**src/rtl/la_pkg.sv**
```systemverilog
// Shared types and default widths for the logic-analyser capture path.
package la_pkg;

    localparam int LA_SAMPLE_WIDTH = 8;
    localparam int LA_ADDR_WIDTH   = 12;

    typedef enum logic [1:0] {
        IDLE,
        ARMED,
        POST,
        DONE
    } capture_state_t;

endpackage

```
**src/rtl/capture_trigger_match.sv**
```systemverilog
// Latched trigger configuration and masked level-plus-edge match.
module trigger_match
    import la_pkg::*;
#(
    parameter int SAMPLE_WIDTH = LA_SAMPLE_WIDTH
) (
    input  logic                    clock,
    input  logic                    reset,
    input  logic                    load,
    input  logic [SAMPLE_WIDTH-1:0] trigMask,
    input  logic [SAMPLE_WIDTH-1:0] trigValue,
    input  logic [SAMPLE_WIDTH-1:0] edgeMask,
    input  logic                    sampleEn,
    input  logic [SAMPLE_WIDTH-1:0] sample,
    output logic                    hit
);

    logic [SAMPLE_WIDTH-1:0] maskQ;
    logic [SAMPLE_WIDTH-1:0] valueQ;
    logic [SAMPLE_WIDTH-1:0] edgeQ;
    logic [SAMPLE_WIDTH-1:0] prev;
    logic                    prevValid;
    logic                    levelOk;
    logic                    edgeOk;

    always_ff @(posedge clock) begin
        if (reset) begin
            maskQ     <= '0;
            valueQ    <= '0;
            edgeQ     <= '0;
            prev      <= '0;
            prevValid <= 1'b0;
        end else if (load) begin
            maskQ     <= trigMask;
            valueQ    <= trigValue;
            edgeQ     <= edgeMask;
            prevValid <= 1'b0;
        end else if (sampleEn) begin
            prev      <= sample;
            prevValid <= 1'b1;
        end
    end

    assign levelOk = ((sample ^ valueQ) & maskQ) == '0;
    // No history yet means no edge can be seen on any selected bit.
    assign edgeOk  = (edgeQ == '0) ||
                     (prevValid && (((sample ^ prev) & edgeQ) != '0));
    assign hit     = levelOk && edgeOk;

endmodule

```
**src/rtl/capture_trigger.sv**
```systemverilog
// Trigger FSM, ring write address and post-trigger counter.
module capture_trigger
    import la_pkg::*;
#(
    parameter int SAMPLE_WIDTH = LA_SAMPLE_WIDTH,
    parameter int ADDR_WIDTH   = LA_ADDR_WIDTH
) (
    input  logic                    clock,
    input  logic                    reset,
    input  logic                    arm,
    input  logic                    abort,
    input  logic [SAMPLE_WIDTH-1:0] dataIn,
    input  logic                    validIn,
    input  logic [SAMPLE_WIDTH-1:0] trigMask,
    input  logic [SAMPLE_WIDTH-1:0] trigValue,
    input  logic [SAMPLE_WIDTH-1:0] edgeMask,
    input  logic [ADDR_WIDTH-1:0]   postCount,
    output logic                    wrEn,
    output logic [ADDR_WIDTH-1:0]   wrAddr,
    output logic [SAMPLE_WIDTH-1:0] wrData,
    output logic                    triggered,
    output logic [ADDR_WIDTH-1:0]   trigAddr,
    output logic                    done,
    output logic                    busy
);

    capture_state_t        state;
    logic [ADDR_WIDTH-1:0] addrPtr;
    logic [ADDR_WIDTH-1:0] postLat;
    logic [ADDR_WIDTH-1:0] postLeft;
    logic                  capturing;
    logic                  accept;
    logic                  sampleEn;
    logic                  hit;

    assign capturing = (state == ARMED) || (state == POST);
    assign accept    = arm && !abort &&
                       ((state == IDLE) || (state == DONE));
    assign sampleEn  = validIn && !abort && capturing;

    trigger_match #(
        .SAMPLE_WIDTH(SAMPLE_WIDTH)
    ) u_match (
        .clock    (clock),
        .reset    (reset),
        .load     (accept),
        .trigMask (trigMask),
        .trigValue(trigValue),
        .edgeMask (edgeMask),
        .sampleEn (sampleEn),
        .sample   (dataIn),
        .hit      (hit)
    );

    always_ff @(posedge clock) begin
        if (reset) begin
            state     <= IDLE;
            wrEn      <= 1'b0;
            wrAddr    <= '0;
            wrData    <= '0;
            triggered <= 1'b0;
            trigAddr  <= '0;
            done      <= 1'b0;
            busy      <= 1'b0;
            addrPtr   <= '0;
            postLat   <= '0;
            postLeft  <= '0;
        end else begin
            wrEn <= 1'b0;
            if (abort) begin
                state <= IDLE;
                done  <= 1'b0;
                busy  <= 1'b0;
            end else begin
                unique case (state)
                    IDLE, DONE: begin
                        if (arm) begin
                            state     <= ARMED;
                            postLat   <= postCount;
                            wrAddr    <= '0;
                            addrPtr   <= '0;
                            triggered <= 1'b0;
                            done      <= 1'b0;
                            busy      <= 1'b1;
                        end
                    end
                    ARMED, POST: begin
                        if (validIn) begin
                            wrEn    <= 1'b1;
                            wrData  <= dataIn;
                            wrAddr  <= addrPtr;
                            addrPtr <= addrPtr + ADDR_WIDTH'(1);
                            if (state == ARMED) begin
                                if (hit) begin
                                    triggered <= 1'b1;
                                    trigAddr  <= addrPtr;
                                    postLeft  <= postLat;
                                    if (postLat == '0) begin
                                        state <= DONE;
                                        done  <= 1'b1;
                                        busy  <= 1'b0;
                                    end else begin
                                        state <= POST;
                                    end
                                end
                            end else begin
                                // Last post sample closes the capture.
                                postLeft <= postLeft - ADDR_WIDTH'(1);
                                if (postLeft == ADDR_WIDTH'(1)) begin
                                    state <= DONE;
                                    done  <= 1'b1;
                                    busy  <= 1'b0;
                                end
                            end
                        end
                    end
                    default: state <= IDLE;
                endcase
            end
        end
    end

endmodule

```
**config.mk**
```make
export PLATFORM = sky130hd
export DESIGN_NAME = capture_trigger
export DESIGN_NICKNAME = d
export VERILOG_FILES = /design/src/rtl/la_pkg.sv /design/src/rtl/capture_trigger_match.sv /design/src/rtl/capture_trigger.sv
export SDC_FILE = /design/constraint.sdc
export NUM_CORES = 1
export LEC_CHECK = 0
export ABC_AREA = 0
export CAP_MARGIN = 20
export CORE_ASPECT_RATIO = 0.6
export CORE_UTILIZATION = 50
export DETAILED_ROUTE_END_ITERATION = 8
export GPL_TIMING_DRIVEN = 0
export PLACE_DENSITY = 0.8
export SYNTH_ARGS = -nofsm -noshare
export SYNTH_HDL_FRONTEND = slang
export SYNTH_SLANG_ARGS = --single-unit
```
**constraint.sdc**
```tcl
create_clock -name clock -period 2.6 [get_ports clock]
set_input_delay 0.26 -clock clock [delete_from_list [all_inputs] [get_ports clock]]
set_output_delay 0.26 -clock clock [all_outputs]
set_load 0.005 [all_outputs]
```
==> results of run 1 <==
## worst paths after layout
kind | from | endpoint | slack, ps | depth (start not counted)
setup reg to reg | state[0] | u_match.maskQ[3] | 140 | 9
hold / removal | trigMask[1] | u_match.maskQ[1] | 450 | 3
setup / recovery | state[0] | u_match.maskQ[3] | 140 | 9
hold reg to reg | u_match.maskQ[1] | u_match.maskQ[1] | 460 | 2
## layer usage
layer | share of wire [%] | vias to the layer above | global-route usage [%]
li1 | - | 2246 | -
met1 | 46 | 2239 | 41.3
met2 | 43 | 234 | 43.0
met3 | 9.6 | 10 | 6.83
met4 | 1.0 | 0 | 7.53
met5 | 0 | - | 0
## placed cells by master (no fill, tap or decap), types with 6 or more instances in the layout
master and count:
nor4_1 11, a22oi_1 8, o22ai_1 9, clkbuf_16 9
a21oi_1 76, xor2_1 21, nor3b_1 9, nand2_1 160
clkbuf_1 29, nor3_1 6, nand3_1 15, inv_1 8
o21ai_0 10, clkdlybuf4s50_1 83, mux2i_1 11, nor2_1 33
dfxtp_1 107
## synthesized netlist by cell type (2+ instances only)
cell type,n
nor3b_1,9
nor3_1,6
or2_2,4
xnor2_1,2
inv_1,8
o21ai_0,10
dfxtp_1,107
a22oi_1,8
a32o_1,2
and2_1,3
a21oi_1,76
mux2i_1,12
nand2_1,160
o2111ai_1,2
nand3_1,15
o41ai_1,3
o31ai_1,3
nor2_1,34
and4_1,3
a22o_1,2
ha_1,5
a311oi_1,2
nand4_1,3
nand3b_1,4
o21ai_1,2
nand2b_1,2
o22ai_1,9
nor4_1,11
nor3_2,2
o31ai_2,2
clkbuf_1,33
a41oi_1,2
xor2_1,21
or3_1,5
o311ai_0,4
## worst register-to-register path, stage by stage, from the launching register on
cell	delay [ps]
dfxtp_1	350
inv_1	60
ha_1	350
clkbuf_2	230
nand2_1	160
or2_2	130
clkbuf_1	410
clkbuf_1	410
nand2_1	100
a21oi_1	180
## flip-flops by register name (all words and copies together) (netlist names)
name	flops
postLeft	12
u_match.prevValid	1
triggered	1
addrPtr	12
u_match.maskQ	8
wrAddr	12
postLat	12
done	1
u_match.edgeQ	8
wrData	8
u_match.prev	8
wrEn	1
trigAddr	12
u_match.valueQ	8
state	2
busy	1
## cell type report
type,instances,area share [%]
plain buffers,34,2.32
flip-flops and latches,107,35.5
repair buffers,83,13.8
multi-input cells,443,40.4
clock buffers,11,4.02
clock inverters,5,0.767
inverters,9,0.559
well taps,130,2.69
## power by group through the flow
stage / Clock [W] / Sequential (W) / Combinational, W
after floorplan: 0 / 0.00175 / 0.000292
after global placement: 0 / 0.00176 / 0.000470
after detailed placement: 0 / 0.00176 / 0.000482
after CTS: 0.00134 / 0.00172 / 0.000485
after global routing: 0.00141 / 0.00173 / 0.000551
final: 0.00134 / 0.00172 / 0.000501
## stage by stage
stage / TNS (ps) / hold WS, ps
after floorplan: 0 / 396
after global placement: -892 / 444
after detailed placement: -3040 / 447
after CTS: 0 / 418
after global routing: -6.36 / 467
final: 0 / 451
## repair_timing
action / CTS / global route
buffers inserted: 0 / 0
endpoints found under the setup margin: 35 / 53
resized for setup: 1 / 9
## kinds of logic after synthesis
| group | after synthesis |
|---|---|
| buffers and inverters | 44 |
| XOR/XNOR | 23 |
| multiplexers | 12 |
| adder cells (fa/ha/maj) | 5 |
| AND/OR/NAND/NOR | 267 |
| AO/OA/AOI/OAI | 136 |
| flip-flops | 107 |
==> impl_metrics.toml, run 1 <==
[finish]
drive_above_1_share_pct = 5.06
design_area_mm2 = 0.00604
antenna_cells = 0
multi_input_area_mm2 = 0.00244
regArea_mm2 = 0.00214
fillers = 791
nets = 741
area_growth_pct = 27.4
finalNonFillerCells = 822
finish.utilization_pct = 65.7

[drt]
drt_wl_total_um = 13700
drc = 0
wl_per_cell_um = 16.6
vias = 4729
ant_nets = 0
first_pass_iters = 5
via_per_inst = 5.75
drt_iter0_markers = 506

[sta]
rsz0062_at_grt = "yes"
drv_slew = 0
setup_viol = 0
fmax_mhz = 406
min_period_ps = 2460
final-hold-violation-count = 0
max_slew_margin_pct = 39.3
tightest_slew_ps = 905
fin_skew_ps = 6.52
timing.final.ws_setup_ps = 138
post-route-period-util_pct = 94.7

[run_status]
status = "completed"

[critical_path]
path_class = "flip-flop to flip-flop"
startpoint_type = "flip-flop"
path_buf_inv = 4
worst-path-max-fanout = 10
path_cells = "inv_1, ha_1, clkbuf_2, nand2_1, or2_2, clkbuf_1, clkbuf_1, nand2_1, a21oi_1"
critPathArrivalTime_ps = 2740
crit_slowest_cell = "clkbuf_1"
endpoint_kind = "flip-flop"
critPathRequiredTime_ps = 2870
path_delay_family = "buffers and inverters"
cpPeakStageDelay_ps = 410

[logic_synthesis]
synth_top_area_share_pct = 45.2
synth_cell_type_count = 53
yosys.area_share.simple_pct = 25.6
synth_ff_type = "dfxtp_1"
muxShareOfSynthArea_pct = 2.53
synth_top_family_by_area = "simple AND/OR/NAND/NOR gates"
yosysWarnings = 0
synth-xor-area-share_pct = 4.25
synthCells = 594
yosysTopAreaCell = "dfxtp_1"
synth_nets = 648
ys_top_cells_by_area = "dfxtp_1 45%, nand2_1 13%, a21oi_1 8.0%, xor2_1 3.9%, nor2_1 2.7%"
async_flop_share_pct = 0
synth_edf_count = 0
synth_area_mm2 = 0.00474
ys_seq_area_share_pct = 45.2
synth_fa_ha_area_share_pct = 1.32
synth-compound-area-share_pct = 17.5
ys_ff_latch = 107
syn_area_per_cell_um2 = 7.98

[power_and_ir_drop]
clkPwrFrac_pct = 37.6
combPwrFrac_pct = 14.1
powerDensity_mw_per_mm2 = 590
swShare_pct = 27.7
p_int_w = 0.00257
power_w = 0.00356
power.leakage_nw = 2.05
ir_drop_mv = 0.377
pwr-share-seq_pct = 48.3
p_sw_w = 0.000989

[global_routing]
gr-total-overflow = 0
antenna_found_initial = 0
grtUsageTotal_pct = 28.7
grt_pass1_wl_um = 22100
grt_pass1_vias = 4384
grt_max_degree = 19

[floorplan]
die_x_um = 128
design.portCount = 85
die_h_um = 77.4
core_area_mm2 = 0.00919
start_util_pct = 51.6
die_area_mm2 = 0.00989
rows = 27

[placement]
dpl.cell_count = 807
placed_area_mm2 = 0.00573
dp_hpwl_um = 10100
post-place-ws_ps = -227
portBuffers = 83
gp_congestion = 0.920

[clock_tree]
numClockSinks = 107
clkLatencyLatePin_ps = 360
cts_inserted_buffers = 9
root_buffer = "clkbuf_16"
clock_path_buffers = 2
postCtsHoldBufs = 0
tritoncts = "built"
path_clk_slew_ps = 80
h-tree-depth = 3

[min_path]
min_path_type = "primary input to flip-flop"

[job]
max_cap_violations = 0
(Power assumes the default switching activity.)
==> inputs of run 2 (changes only) <==
==> constraint.sdc (replaced) <==
create_clock -name clock -period 2.6 [get_ports clock]
set_input_delay 0.39 -clock clock [delete_from_list [all_inputs] [get_ports clock]]
set_output_delay 0.39 -clock clock [all_outputs]
set_load 0.005 [all_outputs]
==> impl_metrics.toml, run 2 (synthesized netlist as in run 1, its figures left out) <==
[finish]
final_common_cell = "nand2_1"
antenna_cells = 0
nets = 742
regArea_mm2 = 0.00214
design_area_mm2 = 0.00605
area_growth_pct = 27.7
layout_common_cells = "160 x nand2_1, 107 x dfxtp_1, 83 x clkdlybuf4s50_1"
multi_input_area_mm2 = 0.00244
finalNonFillerCells = 823
fillers = 790
drive_above_1_share_pct = 5.34

[critical_path]
r2r_cells = 8
startpoint_type = "primary input"
r2r-end = "wrAddr[11]"
path_class = "primary input to flip-flop"
worst-path-max-fanout = 10
critPathArrivalTime_ps = 2650
critPathRequiredTime_ps = 2840
r2r_slack_ps = 220
setup.worst_path.end = "trigAddr[1]"
r2r-start = "state[0]"
endpoint_kind = "flip-flop"
cp-startpoint = "dataIn[4]"

[floorplan]
core_area_mm2 = 0.00919
die_x_um = 128
die_area_mm2 = 0.00989
start_util_pct = 51.6
rows = 27
die_h_um = 77.4
design.portCount = 85

[sta]
fin_skew_ps = 9.42
hold_slack_ps = 457
fmax_mhz = 415
drv_slew = 0
final-hold-violation-count = 0
timing.final.ws_setup_ps = 190
tightest_slew_ps = 798
post-route-period-util_pct = 92.7
max_slew_margin_pct = 46.8
min_period_ps = 2410
setup_viol = 0
rsz0062_at_grt = "no"

[clock_tree]
clkLatencyLatePin_ps = 360
cts_inserted_buffers = 9
numClockSinks = 107
postCtsHoldBufs = 0
tritoncts = "built"
clock_path_buffers = 2
h-tree-depth = 3
root_buffer = "clkbuf_16"
path_clk_slew_ps = 70

[global_routing]
grt_max_degree = 19
grt_pass1_vias = 4384
grtUsageTotal_pct = 28.7
gr-total-overflow = 0
antenna_found_initial = 0
grt_pass1_wl_um = 22100

[power_and_ir_drop]
ir_drop_mv = 0.376
powerDensity_mw_per_mm2 = 591
power.leakage_nw = 2.05

[run_status]
status = "completed"

[drt]
drt_wl_total_um = 13700
drc = 0
wl_per_cell_um = 16.7
ant_nets = 0
first_pass_iters = 5
drt_iter0_markers = 507
via_per_inst = 5.74
vias = 4727

[placement]
portBuffers = 83
post-place-ws_ps = -357
placed_area_mm2 = 0.00573
gp_congestion = 0.920
dp_hpwl_um = 10100
dpl.cell_count = 807

[min_path]
min_path_type = "flip-flop to flip-flop"

[job]
max_cap_violations = 0
[run 2: cell types whose count changed in the layout (fill, tap and decap cells not counted), sizes merged]
| cell | change |
|---|---|
| buf | +2 |
| clkbuf | -1 |
[run 2: metrics by stage]
step | utilization, % | TNS (ps) | power (W)
after global routing | 65.9 | 0 | 0.00369
after floorplan | - | 0 | 0.00204
final | 65.9 | 0 | 0.00358
after CTS | 65.6 | 0 | 0.00355
after global placement | 62.4 | -3070 | 0.00223
after detailed placement | 62.4 | -5720 | 0.00224
[run 2: worst max-delay path, cell delays in order]
cell,delay [ps]
clkdlybuf4s50_1,480
xor2_1,170
a22oi_1,270
nand2_1,160
nor3_2,660
nor3_2,140
buf_4,230
mux2i_1,130
[run 2: worst min path at each step]
| stage | from | cells past startpoint | to |
|---|---|---|---|
| 6_report | u_match.maskQ[1] | 2 | u_match.maskQ[1] |
| 5_1_grt | trigAddr[8] | 2 | trigAddr[8] |
| 4_1_cts | u_match.maskQ[1] | 2 | u_match.maskQ[1] |
| 3_5_place_dp | u_match.maskQ[0] | 2 | u_match.maskQ[0] |
| 3_3_place_gp | u_match.maskQ[1] | 2 | u_match.maskQ[1] |
| 2_1_floorplan | u_match.maskQ[0] | 2 | u_match.maskQ[0] |
[run 2: layout make-up]
class | count | share of cell area [%]
Sequential cell | 107 | 35.4
Buffer | 33 | 2.23
Multi-Input combinational cell | 443 | 40.4
Clock inverter | 5 | 0.765
Inverter | 9 | 0.558
Tap cell | 130 | 2.69
Timing Repair Buffer | 85 | 14.0
Clock buffer | 11 | 4.01
[run 2: power breakdown]
part	internal (W)	leakage (nW)	switching, W
clock	0.000693	0.142	0.000660
sequential	0.00168	0.867	0.0000386
combinational	0.000201	1.04	0.000304
[run 2: metal layers]
layer	track usage (%)	vias up	part of all wire (%)
met5	0	-	0
met4	7.53	0	1.4
met3	6.83	19	8.6
met2	43.0	218	43
met1	41.3	2243	47
li1	-	2247	-
[run 2: timing repair]
| item | CTS | global route |
|---|---|---|
| buffers inserted | 0 | 2 |
| hold endpoints to repair | 0 | 0 |
| setup endpoints to repair | 35 | 63 |
| gates resized for setup | 1 | 8 |
==> inputs of run 3 (changes only) <==
--- a/config.mk
+++ b/config.mk
@@ -6,7 +6,7 @@
 export NUM_CORES = 1
 export LEC_CHECK = 0
 export ABC_AREA = 0
-export CAP_MARGIN = 20
+export CAP_MARGIN = 0
 export CORE_ASPECT_RATIO = 0.6
 export CORE_UTILIZATION = 50
 export DETAILED_ROUTE_END_ITERATION = 8
==> results of run 3 <==
Final layout, timing and power as in run 2 (identical DEF).
